--- src/rtl/debug_pkg.sv ---
// Shared constants and types for the debug memory loader.
// Command bytes, response bytes, FSM state encoding and word/address types.
package debug_pkg;

  localparam logic [7:0] CmdLoadImem = 8'hA5;
  localparam logic [7:0] CmdLoadDmem = 8'h5A;
  localparam logic [7:0] CmdRun      = 8'hC3;

  localparam logic [7:0] AckByteDef  = 8'h06;
  localparam logic [7:0] NakByteDef  = 8'h15;

  typedef logic [31:0] DebugWordT;
  typedef logic [31:0] DebugAddrT;

  typedef enum logic [2:0] {
    ST_IDLE  = 3'd0,
    ST_ADDR  = 3'd1,
    ST_COUNT = 3'd2,
    ST_DATA  = 3'd3,
    ST_RESP  = 3'd4
  } debug_state_e;

  function automatic logic is_word_aligned(input DebugAddrT addr);
    return (addr[1:0] == 2'b00);
  endfunction

endpackage

--- src/rtl/debug_loader_if.sv ---
// UART byte handshake plus core debug write bus seen by the loader.
// The slave modport is the loader side; master is the UART/core side.
interface debug_loader_if;
  import debug_pkg::*;

  logic       rx_valid_i;
  logic [7:0] rx_data_i;
  logic       tx_ready_i;
  logic       tx_valid_o;
  logic [7:0] tx_data_o;
  logic       debug_o;
  DebugAddrT  debug_addr_o;
  DebugWordT  debug_data_o;
  logic       debug_imem_o;
  logic       debug_full_reset_o;

  modport slave (
    input  rx_valid_i, rx_data_i, tx_ready_i,
    output tx_valid_o, tx_data_o, debug_o, debug_addr_o, debug_data_o,
           debug_imem_o, debug_full_reset_o
  );

  modport master (
    output rx_valid_i, rx_data_i, tx_ready_i,
    input  tx_valid_o, tx_data_o, debug_o, debug_addr_o, debug_data_o,
           debug_imem_o, debug_full_reset_o
  );

endinterface

--- src/rtl/debug_byte_assembler.sv ---
// Little-endian byte shifter: collects last_idx_i+1 bytes and strobes word_done_o
// on the final byte, presenting the completed word in that same cycle.
module debug_byte_assembler
  import debug_pkg::*;
(
  input  logic       clk,
  input  logic       reset,
  input  logic       clear_i,
  input  logic       byte_valid_i,
  input  logic [7:0] byte_i,
  input  logic [1:0] last_idx_i,
  output DebugWordT  word_o,
  output logic       word_done_o
);

  logic [23:0] shift_q;
  logic [23:0] shift_d;
  logic [1:0]  idx_q;
  logic [1:0]  idx_d;

  // Newest byte lands in the top lane; a 2-byte field therefore sits in word_o[31:16].
  assign word_o      = {byte_i, shift_q};
  assign word_done_o = byte_valid_i && (idx_q == last_idx_i);

  // next-state for shift register and byte index
  always_comb begin
    shift_d = shift_q;
    idx_d   = idx_q;
    if (clear_i) begin
      shift_d = 24'h00_0000;
      idx_d   = 2'd0;
    end else if (byte_valid_i) begin
      shift_d = {byte_i, shift_q[23:8]};
      idx_d   = word_done_o ? 2'd0 : (idx_q + 2'd1);
    end else begin
      shift_d = shift_q;
      idx_d   = idx_q;
    end
  end

  // state registers
  always_ff @(posedge clk or posedge reset) begin
    if (reset) begin
      shift_q <= 24'h00_0000;
      idx_q   <= 2'd0;
    end else begin
      shift_q <= shift_d;
      idx_q   <= idx_d;
    end
  end

endmodule

--- src/rtl/debug_loader.sv ---
// Framed UART load controller: parses commands, writes words into IMEM/DMEM
// through the core debug port and answers each frame with an ACK or NAK byte.
module debug_loader
  import debug_pkg::*;
#(
  parameter int unsigned TimeoutCycles = 1_000_000,
  parameter logic [7:0]  AckByte       = AckByteDef,
  parameter logic [7:0]  NakByte       = NakByteDef
) (
  input  logic           clk,
  input  logic           reset,
  debug_loader_if.slave  bus,
  output logic           busy_o,
  output logic           err_o
);

  localparam logic [2:0]  StIdle      = ST_IDLE;
  localparam logic [2:0]  StAddr      = ST_ADDR;
  localparam logic [2:0]  StCount     = ST_COUNT;
  localparam logic [2:0]  StData      = ST_DATA;
  localparam logic [2:0]  StResp      = ST_RESP;
  localparam logic [31:0] TimeoutLast = 32'(TimeoutCycles - 1);

  logic [2:0]  state_q,      state_d;
  DebugAddrT   addr_q,       addr_d;
  logic [15:0] remain_q,     remain_d;
  logic        imem_q,       imem_d;
  logic        last_wr_q,    last_wr_d;
  logic [31:0] timer_q,      timer_d;
  logic        full_reset_q, full_reset_d;
  logic        debug_q,      debug_d;
  DebugAddrT   dbg_addr_q,   dbg_addr_d;
  DebugWordT   dbg_data_q,   dbg_data_d;
  logic        dbg_imem_q,   dbg_imem_d;
  logic        tx_valid_q,   tx_valid_d;
  logic [7:0]  tx_data_q,    tx_data_d;
  logic        err_q,        err_d;
  logic        busy_q;

  logic        in_field_s;
  logic        timeout_s;
  logic        asm_clear_s;
  logic        asm_valid_s;
  logic [1:0]  asm_last_s;
  DebugWordT   asm_word_s;
  logic        asm_done_s;

  assign in_field_s  = (state_q == StAddr) || (state_q == StCount) || (state_q == StData);
  // The cycle carrying the final write pulse is not a field byte slot.
  assign asm_clear_s = !in_field_s || last_wr_q;
  assign asm_valid_s = in_field_s && !last_wr_q && bus.rx_valid_i;
  assign asm_last_s  = (state_q == StCount) ? 2'd1 : 2'd3;
  assign timeout_s   = in_field_s && !last_wr_q && !bus.rx_valid_i && (timer_q == TimeoutLast);

  debug_byte_assembler u_asm (
    .clk          (clk),
    .reset        (reset),
    .clear_i      (asm_clear_s),
    .byte_valid_i (asm_valid_s),
    .byte_i       (bus.rx_data_i),
    .last_idx_i   (asm_last_s),
    .word_o       (asm_word_s),
    .word_done_o  (asm_done_s)
  );

  // frame FSM, write-port and response next-state logic
  always_comb begin
    state_d      = state_q;
    addr_d       = addr_q;
    remain_d     = remain_q;
    imem_d       = imem_q;
    last_wr_d    = last_wr_q;
    full_reset_d = full_reset_q;
    debug_d      = 1'b0;
    dbg_addr_d   = dbg_addr_q;
    dbg_data_d   = dbg_data_q;
    dbg_imem_d   = dbg_imem_q;
    tx_valid_d   = tx_valid_q;
    tx_data_d    = tx_data_q;
    err_d        = 1'b0;

    if (bus.rx_valid_i || !in_field_s) begin
      timer_d = 32'd0;
    end else begin
      timer_d = timer_q + 32'd1;
    end

    case (state_q)
      StIdle: begin
        if (bus.rx_valid_i) begin
          case (bus.rx_data_i)
            CmdLoadImem, CmdLoadDmem: begin
              imem_d       = (bus.rx_data_i == CmdLoadImem);
              full_reset_d = 1'b1;
              state_d      = StAddr;
            end
            CmdRun: begin
              full_reset_d = 1'b0;
              state_d      = StResp;
              tx_valid_d   = 1'b1;
              tx_data_d    = AckByte;
            end
            default: begin
              state_d    = StResp;
              tx_valid_d = 1'b1;
              tx_data_d  = NakByte;
              err_d      = 1'b1;
            end
          endcase
        end else begin
          state_d = StIdle;
        end
      end
      StAddr: begin
        if (timeout_s || (asm_done_s && !is_word_aligned(asm_word_s))) begin
          state_d    = StResp;
          tx_valid_d = 1'b1;
          tx_data_d  = NakByte;
          err_d      = 1'b1;
        end else if (asm_done_s) begin
          addr_d  = asm_word_s;
          state_d = StCount;
        end else begin
          state_d = StAddr;
        end
      end
      StCount: begin
        if (timeout_s) begin
          state_d    = StResp;
          tx_valid_d = 1'b1;
          tx_data_d  = NakByte;
          err_d      = 1'b1;
        end else if (asm_done_s && (asm_word_s[31:16] == 16'd0)) begin
          state_d    = StResp;
          tx_valid_d = 1'b1;
          tx_data_d  = AckByte;
        end else if (asm_done_s) begin
          remain_d = asm_word_s[31:16];
          state_d  = StData;
        end else begin
          state_d = StCount;
        end
      end
      StData: begin
        if (last_wr_q) begin
          last_wr_d  = 1'b0;
          state_d    = StResp;
          tx_valid_d = 1'b1;
          tx_data_d  = AckByte;
        end else if (timeout_s) begin
          state_d    = StResp;
          tx_valid_d = 1'b1;
          tx_data_d  = NakByte;
          err_d      = 1'b1;
        end else if (asm_done_s) begin
          debug_d    = 1'b1;
          dbg_addr_d = addr_q;
          dbg_data_d = asm_word_s;
          dbg_imem_d = imem_q;
          addr_d     = addr_q + 32'd4;
          remain_d   = remain_q - 16'd1;
          last_wr_d  = (remain_q == 16'd1);
        end else begin
          state_d = StData;
        end
      end
      StResp: begin
        if (bus.tx_ready_i) begin
          tx_valid_d = 1'b0;
          state_d    = StIdle;
        end else begin
          state_d = StResp;
        end
      end
      default: begin
        state_d    = StIdle;
        tx_valid_d = 1'b0;
        last_wr_d  = 1'b0;
      end
    endcase
  end

  // state and registered outputs
  always_ff @(posedge clk or posedge reset) begin
    if (reset) begin
      state_q      <= StIdle;
      addr_q       <= 32'h0000_0000;
      remain_q     <= 16'd0;
      imem_q       <= 1'b0;
      last_wr_q    <= 1'b0;
      timer_q      <= 32'd0;
      full_reset_q <= 1'b1;
      debug_q      <= 1'b0;
      dbg_addr_q   <= 32'h0000_0000;
      dbg_data_q   <= 32'h0000_0000;
      dbg_imem_q   <= 1'b0;
      tx_valid_q   <= 1'b0;
      tx_data_q    <= 8'h00;
      err_q        <= 1'b0;
      busy_q       <= 1'b0;
    end else begin
      state_q      <= state_d;
      addr_q       <= addr_d;
      remain_q     <= remain_d;
      imem_q       <= imem_d;
      last_wr_q    <= last_wr_d;
      timer_q      <= timer_d;
      full_reset_q <= full_reset_d;
      debug_q      <= debug_d;
      dbg_addr_q   <= dbg_addr_d;
      dbg_data_q   <= dbg_data_d;
      dbg_imem_q   <= dbg_imem_d;
      tx_valid_q   <= tx_valid_d;
      tx_data_q    <= tx_data_d;
      err_q        <= err_d;
      busy_q       <= (state_d != StIdle);
    end
  end

  assign bus.tx_valid_o         = tx_valid_q;
  assign bus.tx_data_o          = tx_data_q;
  assign bus.debug_o            = debug_q;
  assign bus.debug_addr_o       = dbg_addr_q;
  assign bus.debug_data_o       = dbg_data_q;
  assign bus.debug_imem_o       = dbg_imem_q;
  assign bus.debug_full_reset_o = full_reset_q;
  assign busy_o                 = busy_q;
  assign err_o                  = err_q;

endmodule
--- src/flat_wrapper.sv ---
// flat-port wrapper written by rule: the top's interface ports become plain ports
module debug_loader_flat import debug_pkg::*;
#(
  parameter int unsigned TimeoutCycles = 1_000_000,
  parameter logic [7:0]  AckByte       = AckByteDef,
  parameter logic [7:0]  NakByte       = NakByteDef
)
  (clk, reset, busy_o, err_o, bus_rx_valid_i, bus_rx_data_i, bus_tx_ready_i, bus_tx_valid_o, bus_tx_data_o, bus_debug_o, bus_debug_addr_o, bus_debug_data_o, bus_debug_imem_o, bus_debug_full_reset_o);
  debug_loader_if bus_i ();
  input  logic clk;
  input  logic reset;
  output logic busy_o;
  output logic err_o;
  input wire logic [$bits(bus_i.rx_valid_i)-1:0] bus_rx_valid_i;
  input wire logic [$bits(bus_i.rx_data_i)-1:0] bus_rx_data_i;
  input wire logic [$bits(bus_i.tx_ready_i)-1:0] bus_tx_ready_i;
  output wire logic [$bits(bus_i.tx_valid_o)-1:0] bus_tx_valid_o;
  output wire logic [$bits(bus_i.tx_data_o)-1:0] bus_tx_data_o;
  output wire logic [$bits(bus_i.debug_o)-1:0] bus_debug_o;
  output wire logic [$bits(bus_i.debug_addr_o)-1:0] bus_debug_addr_o;
  output wire logic [$bits(bus_i.debug_data_o)-1:0] bus_debug_data_o;
  output wire logic [$bits(bus_i.debug_imem_o)-1:0] bus_debug_imem_o;
  output wire logic [$bits(bus_i.debug_full_reset_o)-1:0] bus_debug_full_reset_o;
  assign bus_i.rx_valid_i = bus_rx_valid_i;
  assign bus_i.rx_data_i = bus_rx_data_i;
  assign bus_i.tx_ready_i = bus_tx_ready_i;
  assign bus_tx_valid_o = bus_i.tx_valid_o;
  assign bus_tx_data_o = bus_i.tx_data_o;
  assign bus_debug_o = bus_i.debug_o;
  assign bus_debug_addr_o = bus_i.debug_addr_o;
  assign bus_debug_data_o = bus_i.debug_data_o;
  assign bus_debug_imem_o = bus_i.debug_imem_o;
  assign bus_debug_full_reset_o = bus_i.debug_full_reset_o;
  debug_loader #(.TimeoutCycles(TimeoutCycles), .AckByte(AckByte), .NakByte(NakByte)) u_core (.clk(clk), .reset(reset), .bus(bus_i), .busy_o(busy_o), .err_o(err_o));
endmodule
--- config.mk ---
export PLATFORM = sky130hd
export DESIGN_NAME = debug_loader_flat
export DESIGN_NICKNAME = d
export VERILOG_FILES = /design/src/rtl/debug_pkg.sv /design/src/rtl/debug_loader_if.sv /design/src/rtl/debug_byte_assembler.sv /design/src/rtl/debug_loader.sv /design/src/flat_wrapper.sv
export SDC_FILE = /design/constraint.sdc
export NUM_CORES = 1
export LEC_CHECK = 0
export ABC_AREA = 1
export CELL_PAD_IN_SITES_DETAIL_PLACEMENT = 0
export CELL_PAD_IN_SITES_GLOBAL_PLACEMENT = 1
export CORE_ASPECT_RATIO = 0.7
export CORE_MARGIN = 8
export CORE_UTILIZATION = 46
export DETAILED_ROUTE_END_ITERATION = 8
export PLACE_DENSITY_LB_ADDON = 0.1
export SYNTH_ARGS = -nofsm -noshare
export SYNTH_HDL_FRONTEND = slang
export SYNTH_SLANG_ARGS = --single-unit
--- constraint.sdc ---
create_clock -name clk -period 14.58 [get_ports clk]
set_input_delay 2.187 -clock clk [delete_from_list [all_inputs] [get_ports clk]]
set_output_delay 2.187 -clock clk [all_outputs]
set_load 0.05 [all_outputs]
=== Word-level counts from Yosys, hierarchy flattened ===
Cells that the tools add are included.
Widths: inputs -> output; s select.

* Bits in registers: 189
* Output and inout port bits: 78

* $add $sub $neg: 4
* Equal/unequal tests: 24
* Multiplexer cells: 64
* Bitwise gates (word level): 2
* Reduce and logical (&&, ||, !) cells: 35

{| class="wikitable"
|+ Operator list
! operator !! count
|-
| $mux 32 || 6
|-
| $mux 16 || 6
|-
| $pmux 32 s2 || 1
|-
| $mux 24 || 2
|-
| $mux 8 || 6
|-
| $add 32x1->32 const B || 1
|-
| $add 32x3->32 const B || 1
|-
| $eq 32x20->1 const B || 1
|-
| $pmux 16 s2 || 1
|-
| $pmux 8 s4 || 1
|-
| $mux 3 || 9
|-
| $mux 1 || 21
|-
| $ne 2x2->1 const B || 9
|-
| $reduce_and 6->1 || 3
|-
| $eq 16x1->1 const B || 1
|-
| $eq 8x8->1 const B || 2
|-
| $logic_not 16->1 || 1
|-
| $pmux 8 s2 || 1
|-
| $sub 16x1->16 const B || 1
|-
| $pmux 3 s5 || 1
|-
| $mux 2 || 5
|-
| $eq 8x7->1 const B || 1
|-
| $reduce_bool 2->1 || 4
|-
| $logic_and 1x1->1 || 7
|-
| 24 further kinds || 37
|}

=== Longest topological paths before layout ===
* Depth in word-level cells: 11
* Mapped depth: 14

=== Modules after synthesis ===
From an unflattened synthesis, not the netlist that was laid out.

* Cells, all modules: 1411
* Area, all modules: 10236.1 sq um

{| class="wikitable"
|+ Modules (own cells, without submodules)
! module !! times used !! cells each !! area an instance (sq um) !! sequential area each (sq um)
|-
| debug_loader || 1 || 1295 || 9056.2 || 3955.0
|-
| debug_byte_assembler || 1 || 116 || 1179.9 || 650.6
|}

=== Worst setup path after synthesis ===
OpenSTA, ideal clock, no wires.

* Path kind: input to register
* From: input port bus_rx_valid_i
* To: register u_core.dbg_addr_q[16] (netlist: u_core.bus.debug_addr_o[16])
* Library setup time: 125 ps
* Arrival time: 3358 ps
* Required time: 14455 ps
* Setup slack: 11097 ps
* Cell stages on the path: 8
* Path through: inv_2 -> nor2_1 -> nand3_1 -> nor2_4 -> inv_2 -> nor2_2 -> buf_4 -> mux2_2

* Cells in the longest elaborated chain, start to end: 5
* Elaborated cells on any way between the ends: 7
* Classes of those cells: 1 x bitwise; 6 x reduce/logical

{| class="wikitable"
|+ Ends and longest elaborated chain
! element !! line !! RTL
|-
| start: declaration || flat_wrapper.sv:14 || <nowiki>input wire logic [$bits(bus_i.rx_valid_i)-1:0] bus_rx_valid_i;</nowiki>
|-
| $logic_not 1->1 || debug_loader.sv:53 || <nowiki>assign timeout_s = in_field_s && !last_wr_q && !bus.rx_valid_i && (timer_q == TimeoutLast);</nowiki>
|-
| $logic_and 1x1->1 (2 in a row) || debug_loader.sv:53 ||
|-
| $not 1->1 (no source line) || n/a ||
|-
| $reduce_and 4->1 (no source line) * || n/a ||
|-
| end signal: assignment || debug_loader.sv:210 || <nowiki>dbg_addr_q <= dbg_addr_d;</nowiki>
|-
| end: declaration || debug_loader.sv:32 || <nowiki>DebugAddrT dbg_addr_q, dbg_addr_d;</nowiki>
|}

Every way passes the cells marked *; elsewhere a longest branch is shown, timed or not.
A chain may end at the register's enable or synchronous reset.

=== Worst setup path after layout ===
* From: input port bus_rx_valid_i
* To: register u_core.dbg_addr_q[8] (netlist: u_core.bus.debug_addr_o[8])

Same word-level chain as after synthesis.

==> results by group <==
Timing
  – Setup TNS: 0 ps
  – Fin. Hold Viols: 0
  – Worst Clk Skew: 13.1 ps
  – Max frequency: 0.197 GHz
  – Post-route worst setup slack: 9510 ps
  – Final critical-path required period: 5070 ps
  – Slew Limit Headroom: 0.256
  – RSZ-0062 raised after global routing: false
  – Endpoints failing setup: 0
  – Final period utilization: 0.348
  – Slew Viols, Final: 0
  – Worst slew pin tran: 1110 ps

Clock tree
  – CTS Buffer Depth: 2
  – Setup bufs post-CTS: 0
  – H-tree depth: 4
  – Hold_buf cts: 0
  – CTS tree: built
  – Clock-pin slew on the worst setup and hold paths: 70 ps
  – CTS buffer count: 17
  – Root buffer selected by CTS: clkbuf_16
  – Post_cts resized: 0
  – Clock latency at the later pin of the worst-skew pair: 440 ps
  – Clock sink total: 184

Final layout
  – Most frequent cells in the layout: 341 x nand2_1, 183 x dfrtp_1, 129 x nor2_1, 129 x inv_1, 85 x clkdlybuf4s50_1
  – FILL cells: 1,973
  – Share of layout cells above drive strength 1: 0.0569
  – Final core occ: 0.544
  – Most common cell after layout, fill and taps aside: nand2_1
  – Fin area: 0.0112 mm²
  – # nets final: 1,287
  – Antenna Cells: 0
  – Layout area overhead: 16.9%

Detailed routing
  – Residual DRC: 0
  – Via count: 8,044
  – Via density per instance: 5.16
  – DRT iter0 DRCs: 769
  – First drt pass iteration count: 5
  – DRT antenna net count: 0
  – Final WL: 26,400 µm
  – WL/cell: 16.9 µm

Synth
  – Synth top area cells: dfrtp_1 48%, nand2_1 13%, inv_1 5.1%, nor2_1 5.1%, o21a_1 3.7%
  – Async S/R FF share, synth: 1.00
  – Yosys cell types: 45
  – Post-synth top flop: dfrtp_1
  – Number of flops mapped to enable cells by yosys: 0
  – Yosys top cell by area: dfrtp_1
  – Sequential share of the synthesized area: 0.482
  – Mapped cell area: 0.00955 mm²
  – Cell count after synthesis: 1,201
  – Yosys warns: 0
  – Number of synthesized register bits: 184
  – Avg Inst Size Synth: 7.95 µm²
  – Share of the synthesized area in the top cell type: 0.479

Setup path
  – Reg2reg setup slack: 10,690 ps
  – Arr. time, crit path: 5390 ps
  – CP Launch Type: primary input
  – Worst Reg-to-Reg Cells: 8
  – WP data required: 14,900 ps
  – Critical Path, Cell by Cell: clkdlybuf4s50_1, inv_2, nor2_1, nand3_1, nor2_4, inv_2, nor2_4, buf_4, mux2_2
  – CP max-delay cell: nor2_4
  – FF-to-FF End: u_core.bus.debug_addr_o[8]
  – WS Path Type: primary input to flop
  – Crit path largest cell delay: 830 ps
  – Critical path origin: bus_rx_valid_i
  – CP endpoint kind: flop
  – Crit path max fanout: 69
  – Worst r2r src: u_core.state_q[2]

Flow run
  – Max Cap Viol: 0

Placed design
  – IO buf count: 85
  – Gpl congestion: 0.882
  – Area after DPL: 0.0106 mm²
  – DP Wirelength: 19,300 µm
  – Pre-CTS WS: 9050 ps

Worst hold path
  – HP Start: u_core.bus.tx_data_o[2]
  – Worst hold path class: flop to flop
  – Hold EP: u_core.bus.tx_data_o[2]
  – Hold Path Stages: 1

GRT
  – Routing usage on met2: 0.256
  – Vias in the first global route: 7,432
  – Met3 usage: 0.0555
  – Initial antenna violation count: 0
  – Largest net degree at the start of global routing: 111
  – Gr busiest metal: met1
  – GRT overflow: 0
  – First-pass GRT wire length: 42,200 µm
  – Overall routing resource usage: 0.210
  – GR Util met1: 0.348

Run status
  – Status: finished, final reports clean

Floorplan
  – Die width: 188 µm
  – Placeable Area: 0.0205 mm²
  – Die Y: 137 µm
  – Initial Utilization: 0.465
  – Row count: 44
  – I/O Pins: 90
  – Die ar.: 0.0257 mm²

Pwr
  – IR Drop Worst-Case VDD: 81.0 µV
  – Pwr Density: 100 mW/mm²
  – Leakage: 4.99 nW
## per-layer routing
| layer | vias up | routed length [µm] |
|---|---|---|
| li1 | 4007 | - |
| met1 | 3781 | 14700 |
| met2 | 237 | 9580 |
| met3 | 19 | 1920 |
| met4 | 0 | 195 |
| met5 | - | 0 |
## worst max-delay path by stage
stage          cells past startpoint                         end  slack [ps]
2_1_floorplan                      1            u_core.addr_q[0]        7390
3_3_place_gp                       9  u_core.bus.debug_addr_o[9]        9160
3_5_place_dp                       9  u_core.bus.debug_addr_o[6]        9050
4_1_cts                            9  u_core.bus.debug_addr_o[8]        9510
5_1_grt                            9  u_core.bus.debug_addr_o[8]        9220
6_report                           9  u_core.bus.debug_addr_o[8]        9510
## cell type report
| class | instances | area, µm² | area share |
|---|---|---|---|
| multi-input combinational | 842 | 4200 | 0.376 |
| clock inverter | 12 | 165 | 0.0148 |
| timing repair buffer | 88 | 873 | 0.0782 |
| inverter | 138 | 528 | 0.0473 |
| sequential | 184 | 4610 | 0.413 |
| clock buffer | 20 | 447 | 0.0400 |
| tap | 276 | 345 | 0.0309 |
## where the power goes
part,internal [mW],total (mW),switching (mW)
clock network,0.278,0.491,0.213
logic,0.0259,0.0848,0.0589
registers,0.525,0.541,0.0156
## state kept, by name, summed over array words and instances, names as in the netlist
signal / cells
u_core.u_asm.idx_q: 2
u_core.err_o: 1
u_core.bus.debug_data_o: 32
u_core.u_asm.shift_q: 24
u_core.bus.tx_data_o: 3
u_core.busy_o: 1
u_core.remain_q: 16
u_core.state_q: 3
u_core.bus.tx_valid_o: 1
u_core.imem_q: 1
u_core.bus.debug_full_reset_o: 1
u_core.timer_q: 32
u_core.last_wr_q: 1
u_core.bus.debug_imem_o: 1
u_core.bus.debug_addr_o: 32
u_core.bus.debug_o: 1
u_core.addr_q: 32
## critical path, delay by kind of cell
kind / cells / cell delay (ps)
simple gates: 4 / 1390
buf+inv: 4 / 1370
mux: 1 / 410
## through the flow
step                total power, mW  cells  hold slack [ps]
finish                         1.12   1560              462
CTS                            1.13   1560              471
detailed placement            0.636   1528              455
floorplan                     0.609   1204              432
global placement              0.635   1528              450
global route                   1.16   1560              508
## synthesized netlist by cell type (all sizes together) (3+ instances only)
cell and instances:
and2 3, a21oi 28, o22ai 23, nor3 32, nor2 140, ha 4, buf 25, mux2 20
nand4 12, clkbuf 15, nand2 343, o21ai 86, nand3 41, nor4 8, nand3b 5, or2 3
xor2 27, o21a 47, dfrtp 183, a22oi 4, inv 138
## logic make-up after synthesis
| logic type | after synthesis | synth area share |
|---|---|---|
| muxes | 20 | 0.0236 |
| AOI/OAI and AO/OA | 196 | 0.124 |
| and+or+nand+nor | 589 | 0.258 |
| adders and majority gates | 4 | 0.00524 |
| xor gates and xnor gates | 29 | 0.0266 |
| other | 1 | 0.000393 |
| buffers and inverters | 178 | 0.0799 |
| DFF | 184 | 0.482 |
Note: power is estimated with default switching activity, not from simulation.
